## src/rtl/macn_pkg.sv

```systemverilog
// Shared types and helpers for the N-lane pipelined MAC: tree sizing plus output rounding/saturation.
package macn_pkg;

  // Output arithmetic runs at this width so rounding never wraps; accumulators must stay below it.
  localparam int WIDE_WIDTH = 64;
  localparam int DEFAULT_ACC_WIDTH = 32;
  localparam int DEFAULT_OUT_WIDTH = 16;

  typedef logic signed [WIDE_WIDTH-1:0] wide_t;

  typedef struct packed {
    logic  sat;
    wide_t value;
  } sat_result_t;

  function automatic int tree_depth(input int n);
    int d;
    d = 0;
    while ((1 << d) < n) d++;
    return d;
  endfunction

  function automatic int level_count(input int n, input int level);
    return (n + (1 << level) - 1) >> level;
  endfunction

  function automatic wide_t round_shift(input wide_t v, input int scale, input bit round_en);
    wide_t r;
    r = v;
    if (round_en && scale > 0) r = v + (wide_t'(1) <<< (scale - 1));
    return r >>> scale;
  endfunction

  function automatic sat_result_t saturate(input wide_t s, input int out_width, input bit sat_en);
    sat_result_t res;
    wide_t max_v;
    wide_t min_v;
    max_v = (wide_t'(1) <<< (out_width - 1)) - wide_t'(1);
    min_v = -(wide_t'(1) <<< (out_width - 1));
    res.sat = 1'b0;
    res.value = s;
    if (sat_en) begin
      if (s > max_v) begin
        res.sat = 1'b1;
        res.value = max_v;
      end else if (s < min_v) begin
        res.sat = 1'b1;
        res.value = min_v;
      end
    end
    return res;
  endfunction

endpackage

```

## src/rtl/macn_if.sv

```systemverilog
// Token-in / result-out handshake bundle of the MAC pipeline.
interface macn_if #(
  parameter int N_LANES = 3,
  parameter int A_WIDTH = 16,
  parameter int B_WIDTH = 16,
  parameter int ACCUMULATOR_WIDTH = 32,
  parameter int OUTPUT_WIDTH = 16
);
  import macn_pkg::*;

  logic                          in_valid;
  logic                          in_ready;
  logic                          accumulate_internal;
  logic [ACCUMULATOR_WIDTH-1:0]  partial_sum_in;
  logic [N_LANES*A_WIDTH-1:0]    a;
  logic [N_LANES*B_WIDTH-1:0]    b;
  logic                          out_valid;
  logic                          out_ready;
  logic [OUTPUT_WIDTH-1:0]       out;
  logic                          sat_flag;

  modport master (
    output in_valid, accumulate_internal, partial_sum_in, a, b, out_ready,
    input  in_ready, out_valid, out, sat_flag
  );

  modport slave (
    input  in_valid, accumulate_internal, partial_sum_in, a, b, out_ready,
    output in_ready, out_valid, out, sat_flag
  );

endinterface

```

## src/rtl/macn_tree_level.sv

```systemverilog
// One registered pairwise-reduction level of the product adder tree; sidebands ride along.
module macn_tree_level
  import macn_pkg::*;
#(
  parameter int IN_COUNT = 2,
  parameter int WIDTH = DEFAULT_ACC_WIDTH,
  localparam int OUT_COUNT = (IN_COUNT + 1) / 2
) (
  input  logic                       clk,
  input  logic                       arst_n,
  input  logic                       en,
  input  logic                       in_valid,
  input  logic                       in_acc_int,
  input  logic [WIDTH-1:0]           in_psum,
  input  logic [IN_COUNT*WIDTH-1:0]  in_terms,
  output logic                       out_valid,
  output logic                       out_acc_int,
  output logic [WIDTH-1:0]           out_psum,
  output logic [OUT_COUNT*WIDTH-1:0] out_terms
);

  logic [OUT_COUNT*WIDTH-1:0] terms_d;

  // An odd trailing term has no partner and is simply re-registered.
  for (genvar i = 0; i < OUT_COUNT; i++) begin : g_pair
    if (2*i + 1 < IN_COUNT) begin : g_add
      assign terms_d[i*WIDTH +: WIDTH] = in_terms[2*i*WIDTH +: WIDTH] + in_terms[(2*i+1)*WIDTH +: WIDTH];
    end else begin : g_pass
      assign terms_d[i*WIDTH +: WIDTH] = in_terms[2*i*WIDTH +: WIDTH];
    end
  end

  always_ff @(posedge clk or negedge arst_n) begin
    if (!arst_n) begin
      out_valid   <= 1'b0;
      out_acc_int <= 1'b0;
      out_psum    <= '0;
      out_terms   <= '0;
    end else if (en) begin
      out_valid   <= in_valid;
      out_acc_int <= in_acc_int;
      out_psum    <= in_psum;
      out_terms   <= terms_d;
    end
  end

endmodule

```

## src/rtl/macn_pipe.sv

```systemverilog
// N-lane pipelined multiply-accumulate: product stage, registered adder tree, accumulate stage,
// combinational round/shift/saturate output. ACCUMULATOR_WIDTH must stay below 64.
module macn_pipe
  import macn_pkg::*;
#(
  parameter int N_LANES = 3,
  parameter int A_WIDTH = 16,
  parameter int B_WIDTH = 16,
  parameter int ACCUMULATOR_WIDTH = DEFAULT_ACC_WIDTH,
  parameter int OUTPUT_WIDTH = DEFAULT_OUT_WIDTH,
  parameter int OUTPUT_SCALE = 0,
  parameter int ROUND = 0,
  parameter int SATURATE = 1
) (
  input  logic   clk,
  input  logic   arst_n_in,
  macn_if.slave  bus
);

  localparam int TREE_DEPTH = tree_depth(N_LANES);
  localparam int ACC_W = ACCUMULATOR_WIDTH;

  logic                              en;
  logic                              take;
  logic                              out_valid_q;
  logic signed [ACC_W-1:0]           acc_q;
  logic [N_LANES*ACC_W-1:0]          prod_d;
  logic [TREE_DEPTH:0][N_LANES*ACC_W-1:0] lvl_terms;
  logic [TREE_DEPTH:0]               lvl_valid;
  logic [TREE_DEPTH:0]               lvl_acc_int;
  logic [TREE_DEPTH:0][ACC_W-1:0]    lvl_psum;
  logic signed [ACC_W-1:0]           tree_sum;
  logic signed [ACC_W-1:0]           addend;
  logic signed [ACC_W-1:0]           sum;

  // A single enable freezes every stage whenever a held result is not being taken.
  assign en = !out_valid_q || bus.out_ready;
  assign take = bus.in_valid && en;
  assign bus.in_ready = en;
  assign bus.out_valid = out_valid_q;

  for (genvar i = 0; i < N_LANES; i++) begin : g_mul
    logic signed [ACC_W-1:0] a_ext;
    logic signed [ACC_W-1:0] b_ext;
    assign a_ext = ACC_W'($signed(bus.a[i*A_WIDTH +: A_WIDTH]));
    assign b_ext = ACC_W'($signed(bus.b[i*B_WIDTH +: B_WIDTH]));
    assign prod_d[i*ACC_W +: ACC_W] = a_ext * b_ext;
  end

  always_ff @(posedge clk or negedge arst_n_in) begin
    if (!arst_n_in) begin
      lvl_terms[0]   <= '0;
      lvl_valid[0]   <= 1'b0;
      lvl_acc_int[0] <= 1'b0;
      lvl_psum[0]    <= '0;
    end else if (en) begin
      lvl_terms[0]   <= prod_d;
      lvl_valid[0]   <= take;
      lvl_acc_int[0] <= bus.accumulate_internal;
      lvl_psum[0]    <= bus.partial_sum_in;
    end
  end

  for (genvar l = 0; l < TREE_DEPTH; l++) begin : g_level
    localparam int IN_COUNT = level_count(N_LANES, l);
    localparam int OUT_COUNT = level_count(N_LANES, l + 1);
    logic [OUT_COUNT*ACC_W-1:0] terms_q;

    macn_tree_level #(
      .IN_COUNT (IN_COUNT),
      .WIDTH    (ACC_W)
    ) u_level (
      .clk         (clk),
      .arst_n      (arst_n_in),
      .en          (en),
      .in_valid    (lvl_valid[l]),
      .in_acc_int  (lvl_acc_int[l]),
      .in_psum     (lvl_psum[l]),
      .in_terms    (lvl_terms[l][IN_COUNT*ACC_W-1:0]),
      .out_valid   (lvl_valid[l+1]),
      .out_acc_int (lvl_acc_int[l+1]),
      .out_psum    (lvl_psum[l+1]),
      .out_terms   (terms_q)
    );

    assign lvl_terms[l+1] = (N_LANES*ACC_W)'(terms_q);
  end

  assign tree_sum = lvl_terms[TREE_DEPTH][ACC_W-1:0];
  assign addend = lvl_acc_int[TREE_DEPTH] ? acc_q : lvl_psum[TREE_DEPTH];
  assign sum = tree_sum + addend;

  // Bubbles advance out_valid but leave the accumulator alone.
  always_ff @(posedge clk or negedge arst_n_in) begin
    if (!arst_n_in) begin
      out_valid_q <= 1'b0;
      acc_q       <= '0;
    end else if (en) begin
      out_valid_q <= lvl_valid[TREE_DEPTH];
      if (lvl_valid[TREE_DEPTH]) acc_q <= sum;
    end
  end

  wide_t       scaled;
  sat_result_t res;

  always_comb begin
    scaled = round_shift(wide_t'(acc_q), OUTPUT_SCALE, ROUND != 0);
    res = saturate(scaled, OUTPUT_WIDTH, SATURATE != 0);
    bus.out = res.value[OUTPUT_WIDTH-1:0];
    bus.sat_flag = res.sat;
  end

endmodule
```

## src/flat_wrapper.sv

```systemverilog
// flat-port wrapper written by rule: the top's interface ports become plain ports
module macn_pipe_flat import macn_pkg::*;
#(
  parameter int N_LANES = 3,
  parameter int A_WIDTH = 16,
  parameter int B_WIDTH = 16,
  parameter int ACCUMULATOR_WIDTH = DEFAULT_ACC_WIDTH,
  parameter int OUTPUT_WIDTH = DEFAULT_OUT_WIDTH,
  parameter int OUTPUT_SCALE = 0,
  parameter int ROUND = 0,
  parameter int SATURATE = 1
)
  (clk, arst_n_in, bus_in_valid, bus_accumulate_internal, bus_partial_sum_in, bus_a, bus_b, bus_out_ready, bus_in_ready, bus_out_valid, bus_out, bus_sat_flag);
  macn_if #(.N_LANES(N_LANES), .A_WIDTH(A_WIDTH), .B_WIDTH(B_WIDTH), .ACCUMULATOR_WIDTH(ACCUMULATOR_WIDTH), .OUTPUT_WIDTH(OUTPUT_WIDTH)) bus_i ();
  input  logic clk;
  input  logic arst_n_in;
  input wire logic [$bits(bus_i.in_valid)-1:0] bus_in_valid;
  input wire logic [$bits(bus_i.accumulate_internal)-1:0] bus_accumulate_internal;
  input wire logic [$bits(bus_i.partial_sum_in)-1:0] bus_partial_sum_in;
  input wire logic [$bits(bus_i.a)-1:0] bus_a;
  input wire logic [$bits(bus_i.b)-1:0] bus_b;
  input wire logic [$bits(bus_i.out_ready)-1:0] bus_out_ready;
  output wire logic [$bits(bus_i.in_ready)-1:0] bus_in_ready;
  output wire logic [$bits(bus_i.out_valid)-1:0] bus_out_valid;
  output wire logic [$bits(bus_i.out)-1:0] bus_out;
  output wire logic [$bits(bus_i.sat_flag)-1:0] bus_sat_flag;
  assign bus_i.in_valid = bus_in_valid;
  assign bus_i.accumulate_internal = bus_accumulate_internal;
  assign bus_i.partial_sum_in = bus_partial_sum_in;
  assign bus_i.a = bus_a;
  assign bus_i.b = bus_b;
  assign bus_i.out_ready = bus_out_ready;
  assign bus_in_ready = bus_i.in_ready;
  assign bus_out_valid = bus_i.out_valid;
  assign bus_out = bus_i.out;
  assign bus_sat_flag = bus_i.sat_flag;
  macn_pipe #(.N_LANES(N_LANES), .A_WIDTH(A_WIDTH), .B_WIDTH(B_WIDTH), .ACCUMULATOR_WIDTH(ACCUMULATOR_WIDTH), .OUTPUT_WIDTH(OUTPUT_WIDTH), .OUTPUT_SCALE(OUTPUT_SCALE), .ROUND(ROUND), .SATURATE(SATURATE)) u_core (.clk(clk), .arst_n_in(arst_n_in), .bus(bus_i));
endmodule
```

## config.mk

```make
export PLATFORM = sky130hd
export DESIGN_NAME = macn_pipe_flat
export DESIGN_NICKNAME = d
export VERILOG_FILES = /design/src/rtl/macn_pkg.sv /design/src/rtl/macn_if.sv /design/src/rtl/macn_tree_level.sv /design/src/rtl/macn_pipe.sv /design/src/flat_wrapper.sv
export SDC_FILE = /design/constraint.sdc
export NUM_CORES = 2
export LEC_CHECK = 0
export CAP_MARGIN = 20
export CORE_MARGIN = 2
export CORE_UTILIZATION = 50
export DETAILED_ROUTE_END_ITERATION = 7
export PLACE_DENSITY = 0.69
export REMOVE_ABC_BUFFERS = 1
export SYNTH_ARGS = -nofsm -noshare
export SYNTH_HDL_FRONTEND = slang
export SYNTH_SLANG_ARGS = --single-unit
export TNS_END_PERCENT = 20
```

## constraint.sdc

```tcl
create_clock -name clk -period 3.5 [get_ports clk]
set_clock_uncertainty 0.15 [all_clocks]
set_input_delay 0.525 -clock clk [delete_from_list [all_inputs] [get_ports clk]]
set_output_delay 0.525 -clock clk [all_outputs]
set_load 0.05 [all_outputs]
```

==> impl_metrics.csv <==
group,metric,value,unit
yosys,yosysUniqueCellTypes,78,
final_layout,area_delta_synth_final,25.0,%
setup_path,r2r-end,"u_core.acc_q[31]",
grt,grt_remaining_overflow,0,
grt,track_usage,0.243,
sta,finalSetupViolations,81,
sta,rsz0062_at_grt,"yes",
routing,drc,0,
setup_path,crit_end,"u_core.lvl_terms[23]",
final_layout,finalInstanceArea,0.0575,mm²
routing,vias_per_cell,5.13,
grt,grt_pass1_vias,37800,
grt,grt_pass1_wl,188,mm
setup_path,critical_path.max_fanout,5,
yosys,synth-seq-area-share,0.178,
grt,antenna_found_initial,1,
routing,antenna_left,0,
outcome,status,"complete, but fails checks",
setup_path,path_class,"in -> reg",
yosys,syn_inst,5079,
routing,wirelength,114,mm
sta,worst_slew_pin_slew,0.688,ns
outcome,violations,"setup timing",
worst_hold_path,worstHoldStart,"u_core.lvl_psum[9]",
floorplanning,die_x,307,µm
floorplanning,start_util,0.504,
clocking,cts_root_buf,"clkbuf_16",
yosys,syn_avg_cell_area,9.06,µm²
clocking,clk_path_buf_depth,3,
place,dp_slack,-3.54,ns
clocking,clock_sinks,327,
routing,vias,36100,
place,portBuffers,151,
place,dp_hpwl,88.8,mm
final_layout,drive_gt1_frac,0.242,
sta,fmax,0.171,GHz
final_layout,final_util,0.630,
clocking,clk_pin_slew_worst_paths,0.06,ns
sta,period_share,1.67,
routing,wl_per_cell,16.1,µm
floorplanning,fp.dieH,307,µm
yosys,yosysWarnings,0,
yosys,synth_edf_count,0,
setup_path,cp-start-kind,"input pin",
setup_path,crit_path_end_kind,"register",
sta,hold_violations,0,
sta,drv_slew,0,
yosys,async_flop_share,1.00,
yosys,synth_ff_type,"dfrtp_1",
setup_path,r2r-start,"u_core.g_level[1].u_level.out_acc_int",
floorplanning,dieArea,0.0945,mm²
sta,tns,-137.67,ns
floorplanning,num_rows,111,
sta,slew_headroom,0.541,
place,place_congestion,0.881,
floorplanning,ioPinCount,152,
routing,drt_iter0_markers,2319,
setup_path,r2r_cells,14,
yosys,ys_ff_latch,327,
worst_hold_path,worstHoldPathType,"reg -> reg",
setup_path,critPathLaunch,"bus_b[14]",
clocking,h-tree-depth,2,
place,postPlaceCellArea,0.0529,mm²
job,drv_cap,0,
setup_path,arrival,6.11,ns
clocking,cts-buffers-inserted,37,
routing,first_pass_iters,5,
sta,setup_slack,-2.33,ns
final_layout,num-nets-final,7082,
sta,fin_crit,5.83,ns
clocking,clk-insertion-delay-late,0.56,ns
setup_path,reg2reg_slack,-0.26,ns
clocking,cts_tree,"yes",
yosys,syn-cell-area,0.0460,mm²
grt,grt_max_degree,118,
setup_path,crit_required,3.77,ns
floorplanning,core-area,0.0914,mm²
-- layout by cell type (no fill, tap or decap), types with 45 or more instances in the layout --
cell type,netlist,routed
nand2_1,956,917
a21oi_1,194,150
o21ai_0,160,114
xnor2_1,119,104
xor2_1,71,70
inv_1,899,815
ha_1,339,286
ha_4,0,45
a21o_1,78,78
buf_4,0,612
o21ai_1,17,45
dfrtp_1,327,327
nor2_1,182,170
buf_6,0,147
fa_2,0,65
fa_1,789,724
inv_2,0,81
and2_4,0,65
and2_1,367,302
-- worst max-delay path, cell delays in order --
cell and delay, ns:
buf_6 0.09, buf_6 0.12, buf_6 0.12, and2_4 0.13, fa_2 0.58, fa_2 0.45, fa_1 0.50, fa_1 0.51
fa_1 0.53, inv_2 0.04, fa_1 0.51, inv_2 0.05, ha_4 0.24, and3_4 0.18, a221o_1 0.33, a221o_1 0.38
a211oi_2 0.29, o21bai_1 0.10, a21oi_2 0.15, xor2_1 0.17, o21ai_1 0.07
-- cell usage after synthesis, types with 7 or more instances --
library cell | instances | area share
nand2_1 | 956 | 0.078
and3_1 | 16 | 0.0022
nand4_1 | 16 | 0.0022
o21a_1 | 33 | 0.0054
o21bai_1 | 30 | 0.0049
a211o_1 | 7 | 0.0013
o21ai_0 | 160 | 0.017
dfrtp_1 | 327 | 0.18
nand2b_1 | 38 | 0.0052
ha_1 | 339 | 0.092
nor2b_1 | 13 | 0.0018
xnor2_1 | 119 | 0.023
clkbuf_1 | 179 | 0.015
fa_1 | 789 | 0.34
o21ai_1 | 17 | 0.0018
and2_1 | 367 | 0.050
a211oi_1 | 16 | 0.0026
nor2_1 | 182 | 0.015
nand3_1 | 27 | 0.0029
a21o_1 | 78 | 0.013
inv_1 | 899 | 0.073
nor4_1 | 8 | 0.0011
a21oi_1 | 194 | 0.021
nor3_1 | 28 | 0.0030
xor2_1 | 71 | 0.014
mux2_2 | 35 | 0.0086
a31oi_1 | 13 | 0.0018
or3_1 | 9 | 0.0012
o31ai_1 | 13 | 0.0021
-- area by class of cell --
type	instances	area, µm²
flip-flops and latches	327	8180
clock buffers	52	1080
multi-input cells	3669	35700
well taps	1186	1480
fillers	7338	33800
inverters	900	3390
diodes	1	2.50
clock inverters	14	151
repair buffers	886	7570
-- metal layers --
layer  GRT usage  vias up  part of all wire
met5           0        -                 0
met2       0.410      878              0.49
li1            -    17100                 -
met1       0.340    17900              0.44
met4      0.0569        0             0.023
met3      0.0242      168             0.045
-- worst min-delay path by stage --
stage | endpoint | slack (ns) | depth (start not counted)
after floorplan | u_core.acc_q[0] | 0.08 | 0
after global placement | u_core.g_level[1].u_level.out_psum[10] | 0.30 | 2
after detailed placement | u_core.g_level[0].u_level.out_psum[19] | 0.30 | 2
after CTS | u_core.g_level[0].u_level.out_psum[4] | 0.32 | 2
after global routing | u_core.g_level[0].u_level.out_psum[8] | 0.34 | 2
final | u_core.g_level[0].u_level.out_psum[9] | 0.32 | 2
-- state kept, by name, indices dropped and copies added (netlist names) --
name,count
u_core.lvl_psum,32
u_core.lvl_acc_int,1
u_core.g_level.u_level.out_psum,64
u_core.lvl_terms,96
u_core.g_level.u_level.out_valid,2
u_core.g_level.u_level.out_terms,96
u_core.g_level.u_level.out_acc_int,2
u_core.lvl_valid,1
u_core.bus.out_valid,1
u_core.acc_q,32
-- per-stage QoR --
| step | hold slack, ns | instances |
|---|---|---|
| 2_1_floorplan | 0.0794 | 4896 |
| 3_3_place_gp | 0.299 | 6818 |
| 3_5_place_dp | 0.305 | 6818 |
| 4_1_cts | 0.318 | 7006 |
| 5_1_grt | 0.338 | 7035 |
| 6_report | 0.316 | 7035 |
-- logic make-up (layout without fill, tap and decap cells) --
logic type / after synthesis / count (layout) / share of synthesized area
mux: 37 / 37 / 0.00902
buf+inv: 1083 / 1852 / 0.0883
fa+ha+maj: 1128 / 1128 / 0.435
simple gates: 1672 / 1672 / 0.164
compound gates: 642 / 642 / 0.0890
other cells: 0 / 1 / 0
flops: 327 / 327 / 0.178
xor+xnor: 190 / 190 / 0.0362
-- what timing repair did --
action	4_1_cts	5_1_grt
pin swaps	366	181
gates resized for setup	830	293
gates cloned	17	0
setup endpoints to repair	89	95
buffers inserted	105	34
hold buffers	1	0
hold endpoints to repair	75	0
Power is left out: the tool's default activity adds up to more than one toggle a clock period on the data nets, which glitch-free logic cannot reach.
